$ cat src/rtl/serial_deframer.sv
// Serial word deframer: start bit, LSB-first data, optional even parity, stop bit.
// Good words are offered on a valid/ready port; framing, parity and overflow faults are flagged.
module serial_deframer #(
  parameter int WIDTH     = 8,
  parameter bit PARITY_EN = 1'b1
) (
  input  logic             clk,
  input  logic             rst,
  input  logic             bit_en,
  input  logic             in,
  output logic [WIDTH-1:0] data_out,
  output logic             data_valid,
  input  logic             data_ready,
  output logic             busy,
  output logic             frame_err,
  output logic             parity_err,
  output logic             overflow
);

  localparam int CNT_W = $clog2(WIDTH + 1);
  localparam logic [CNT_W-1:0] LAST_BIT = CNT_W'(WIDTH - 1);

  typedef enum logic [1:0] {IDLE, DATA, PARITY, STOP} state_t;

  state_t           state;
  state_t           state_nxt;
  logic [WIDTH-1:0] shreg;
  logic [CNT_W-1:0] bit_cnt;
  logic             par_bit;
  logic             stop_eval;
  logic             par_bad;
  logic             good_word;

  function automatic logic even_parity(input logic [WIDTH-1:0] word);
    return ^word;
  endfunction

  always_ff @(posedge clk) begin
    if (!rst) state <= IDLE;
    else      state <= state_nxt;
  end

  always_comb begin
    state_nxt = state;
    if (bit_en) begin
      case (state)
        IDLE:   if (in) state_nxt = DATA;
        DATA: begin
          if (bit_cnt == LAST_BIT) begin
            if (PARITY_EN) state_nxt = PARITY;
            else           state_nxt = STOP;
          end
        end
        PARITY: state_nxt = STOP;
        STOP:   state_nxt = IDLE;
        default: state_nxt = IDLE;
      endcase
    end
  end

  assign busy = (state != IDLE);

  // Frame evaluation happens on the strobe that samples the stop bit.
  assign stop_eval = bit_en && (state == STOP);
  assign par_bad   = PARITY_EN && (par_bit != even_parity(shreg));
  assign good_word = stop_eval && !in && !par_bad;

  always_ff @(posedge clk) begin
    if (bit_en) begin
      case (state)
        IDLE:   bit_cnt <= '0;
        DATA: begin
          shreg   <= {in, shreg[WIDTH-1:1]};
          bit_cnt <= bit_cnt + 1'b1;
        end
        PARITY: par_bit <= in;
        default: ;
      endcase
    end
  end

  always_ff @(posedge clk) begin
    if (!rst) begin
      data_out   <= '0;
      data_valid <= 1'b0;
      frame_err  <= 1'b0;
      parity_err <= 1'b0;
      overflow   <= 1'b0;
    end else begin
      frame_err  <= stop_eval && in;
      parity_err <= stop_eval && par_bad;
      if (data_valid && data_ready) data_valid <= 1'b0;
      if (good_word) begin
        if (!data_valid || data_ready) begin
          data_out   <= shreg;
          data_valid <= 1'b1;
        end else begin
          overflow <= 1'b1;
        end
      end
    end
  end

endmodule

$ cat config.mk
export PLATFORM = sky130hd
export DESIGN_NAME = serial_deframer
export DESIGN_NICKNAME = d
export VERILOG_FILES = /design/src/rtl/serial_deframer.sv
export SDC_FILE = /design/constraint.sdc
export NUM_CORES = 1
export LEC_CHECK = 0
export BUFFER_PORTS_ARGS = -buffer_cell sky130_fd_sc_hd__buf_2
export CAP_MARGIN = 10
export CELL_PAD_IN_SITES_DETAIL_PLACEMENT = 0
export CELL_PAD_IN_SITES_GLOBAL_PLACEMENT = 1
export CORE_MARGIN = 3
export CORE_UTILIZATION = 39
export DETAILED_ROUTE_END_ITERATION = 8
export PLACE_DENSITY_LB_ADDON = 0.1
export SKIP_CTS_REPAIR_TIMING = 1
export SLEW_MARGIN = 10
export SYNTH_ARGS = -nofsm -noshare
export SYNTH_HDL_FRONTEND = slang
export SYNTH_SLANG_ARGS = --single-unit
export TNS_END_PERCENT = 100
$ cat constraint.sdc
create_clock -name clk -period 1.8 [get_ports clk]
set_input_delay 0.45 -clock clk [delete_from_list [all_inputs] [get_ports clk]]
set_output_delay 0.45 -clock clk [all_outputs]
set_load 0.1 [all_outputs]
==> reports/metrics.yaml <==
initial_core_util_pct: 42.3
crit_arrival_ns: 2.14
die_y_um: 61.6
fp-row-count: 19
placed_area_sq_mm: 0.00138
first_pass_iters: 2
routed_via_density: 4.92
via_count: 767
h-tree-depth: 1
seq_area_frac_synth_pct: 55.6
clock_latency_ns: 0.33
drt-total-wl_um: 1870
power.leakage_nw: 0.592
ioPinCount: 18
diodes: 0
synth_area_sq_mm: 0.00121
p_total_w: 0.00113
layout_setup_ws_ns: -0.0860
portBuffers: 17
crit_type: "reg2reg"
overflow: 0
fillerInstances: 273
synth-edff-count: 13
hpwlAfterDp_um: 1430
fin_nets: 137
ir_drop_mv: 0.329
fp.dieW_um: 61.6
max_freq_mhz: 530
area_delta_synth_final_pct: 17.3
violations: "setup timing"
finalSetupViolCount: 8
path_cells: "xnor3_1, or4_4, mux2i_4, buf_12, mux2i_1"
critPathSlowestCell: "or4_4"
period_share_pct: 105
layout-drive-gt1-share_pct: 25.6
status: "finished with violations"
cap_violations: 0
crit_path_end_kind: "flop"
synth_top_cell_by_area: "edfxtp_1"
grt_pass1_vias: 729
gp_congestion: 0.671
synth.most_common_cell: "nand2_1"
synth_warnings: 0
relSlewSlack_pct: 67.8
hold_class: "in2reg"
cp_max_fo: 8
cts_buffer_depth: 2
power_density_mw_per_mm2: 800
hold_violations: 0
syn_area_per_cell_sq_um: 11.8
dieArea_sq_mm: 0.00380
cpPeakStageDelay_ns: 0.44
cts-buffers-inserted: 3
grt_max_degree: 21
synth_fp_nets: 113
worst_pin_slew_ns: 0.482
antenna_found_initial: 0
drtAntennaViolNets: 0
drt_iter0_markers: 28
synthArstFlopShare_pct: 0
cts_num_sinks: 27
wire_per_inst_um: 12.0
track_usage_pct: 11.6
yosysUniqueCellTypes: 24
final.setup_skew_ns: 0.00909
required_ns: 2.06
start_kind: "flop"
drc: 0
grt_pass1_wl_um: 3180
synthTopCellsByArea: "edfxtp_1 32%, dfxtp_1 23%, mux2i_1 7.5%"
rsz0062_at_grt: "true"
slew_viol_final: 0
synth-main-ff-cell: "dfxtp_1"
final_cell_area_sq_mm: 0.00142
synth_common_cells: "20 x nand2_1, 14 x dfxtp_1, 13 x edfxtp_1, 9 x mux2i_1"
coreArea_sq_mm: 0.00285
fin_crit_ns: 1.89
synth-seq-cells: 27
root_buffer: "clkbuf_4"
cts_tree: "yes"
synth_top_area_share_pct: 32.4
synth_cells: 102
clk_pin_slew_worst_paths_ns: 0.15
==> metrics by stage <==
stage	worst slack, ns	utilization [%]	cells	TNS (ns)	hold slack (ns)
after floorplan	-0.0209	-	102	-0.167	0.462
after global placement	0.00845	48.4	152	0	0.434
after detailed placement	-0.0429	48.4	152	-0.222	0.444
after CTS	-0.0918	49.4	156	-0.529	0.410
after global routing	-0.172	49.6	156	-1.09	0.413
final	-0.0860	49.6	156	-0.462	0.419
==> metal layers <==
metal	vias to the layer above	wire length [um]	global-route usage (%)
met3	6	68	3.14
met4	0	44	6.36
met2	11	929	19.1
li1	391	-	-
met1	359	822	13.7
met5	-	0	0
==> cells by family (layout without fill, tap and decap cells) <==
family | count (synthesis) | in the layout | synth area share [%]
AOI/OAI and AO/OA | 4 | 4 | 2.49
xor gates and xnor gates | 8 | 8 | 8.09
adders and majority gates | 6 | 6 | 6.22
buffers and inverters | 8 | 31 | 2.49
DFF | 27 | 27 | 55.6
muxes | 10 | 10 | 9.34
and+or+nand+nor | 39 | 39 | 15.8
==> power by group <==
part           internal [W]  total, W  switching, W  leakage, nW
registers          0.000674  0.000692     0.0000183        0.237
clock network     0.0000834  0.000261      0.000177       0.0177
logic             0.0000749  0.000179      0.000104        0.337
total              0.000832   0.00113      0.000300        0.592
==> state kept, by name, summed over array words and instances (netlist names) <==
register,count
bit_cnt,4
data_out,8
data_valid,1
frame_err,1
overflow,1
par_bit,1
parity_err,1
shreg,8
state,2
==> cells in the final DEF (no fill, tap or decap), types with 2 or more instances in the layout <==
cell type   n
edfxtp_1   13
xnor2_1     3
inv_1       5
dfxtp_2     2
buf_12      2
clkbuf_4    3
dfxtp_1    11
buf_4       3
xor2_1      3
nor2_1      5
nand2_1    20
mux2i_1     9
nand3b_1    2
buf_2      16
ha_1        6
nor2b_1     2
and2_1      5
==> final timing paths <==
| kind | start | end | slack [ns] | depth (start not counted) |
|---|---|---|---|---|
| setup / recovery | shreg[0]$_DFFE_PP_ | data_out[7]$_SDFFE_PN0P_ | -0.09 | 5 |
| hold / removal | data_ready | overflow$_SDFFE_PN0P_ | 0.42 | 4 |
| setup reg to reg | shreg[0]$_DFFE_PP_ | data_out[7]$_SDFFE_PN0P_ | -0.09 | 5 |
| hold reg to reg | data_out[3]$_SDFFE_PN0P_ | data_out[3]$_SDFFE_PN0P_ | 0.47 | 2 |
==> cell type report <==
| cell class | instances | area, sq um | area share, % |
|---|---|---|---|
| timing repair buffer | 21 | 143 | 10.1 |
| sequential | 27 | 677 | 47.8 |
| tap | 31 | 38.8 | 2.74 |
| clock buffer | 3 | 22.5 | 1.59 |
| multi-input combinational | 67 | 507 | 35.8 |
| clock inverter | 1 | 5.00 | 0.354 |
| inverter | 6 | 22.5 | 1.59 |
==> critical path, delay by kind of cell, from the launching register on <==
kind	cells	cell delay (ns)
buf+inv	1	0.15
mux	2	0.37
simple gates	1	0.44
xor+xnor	1	0.43
flops	1	0.42
Power figures use the tool's default switching activity.
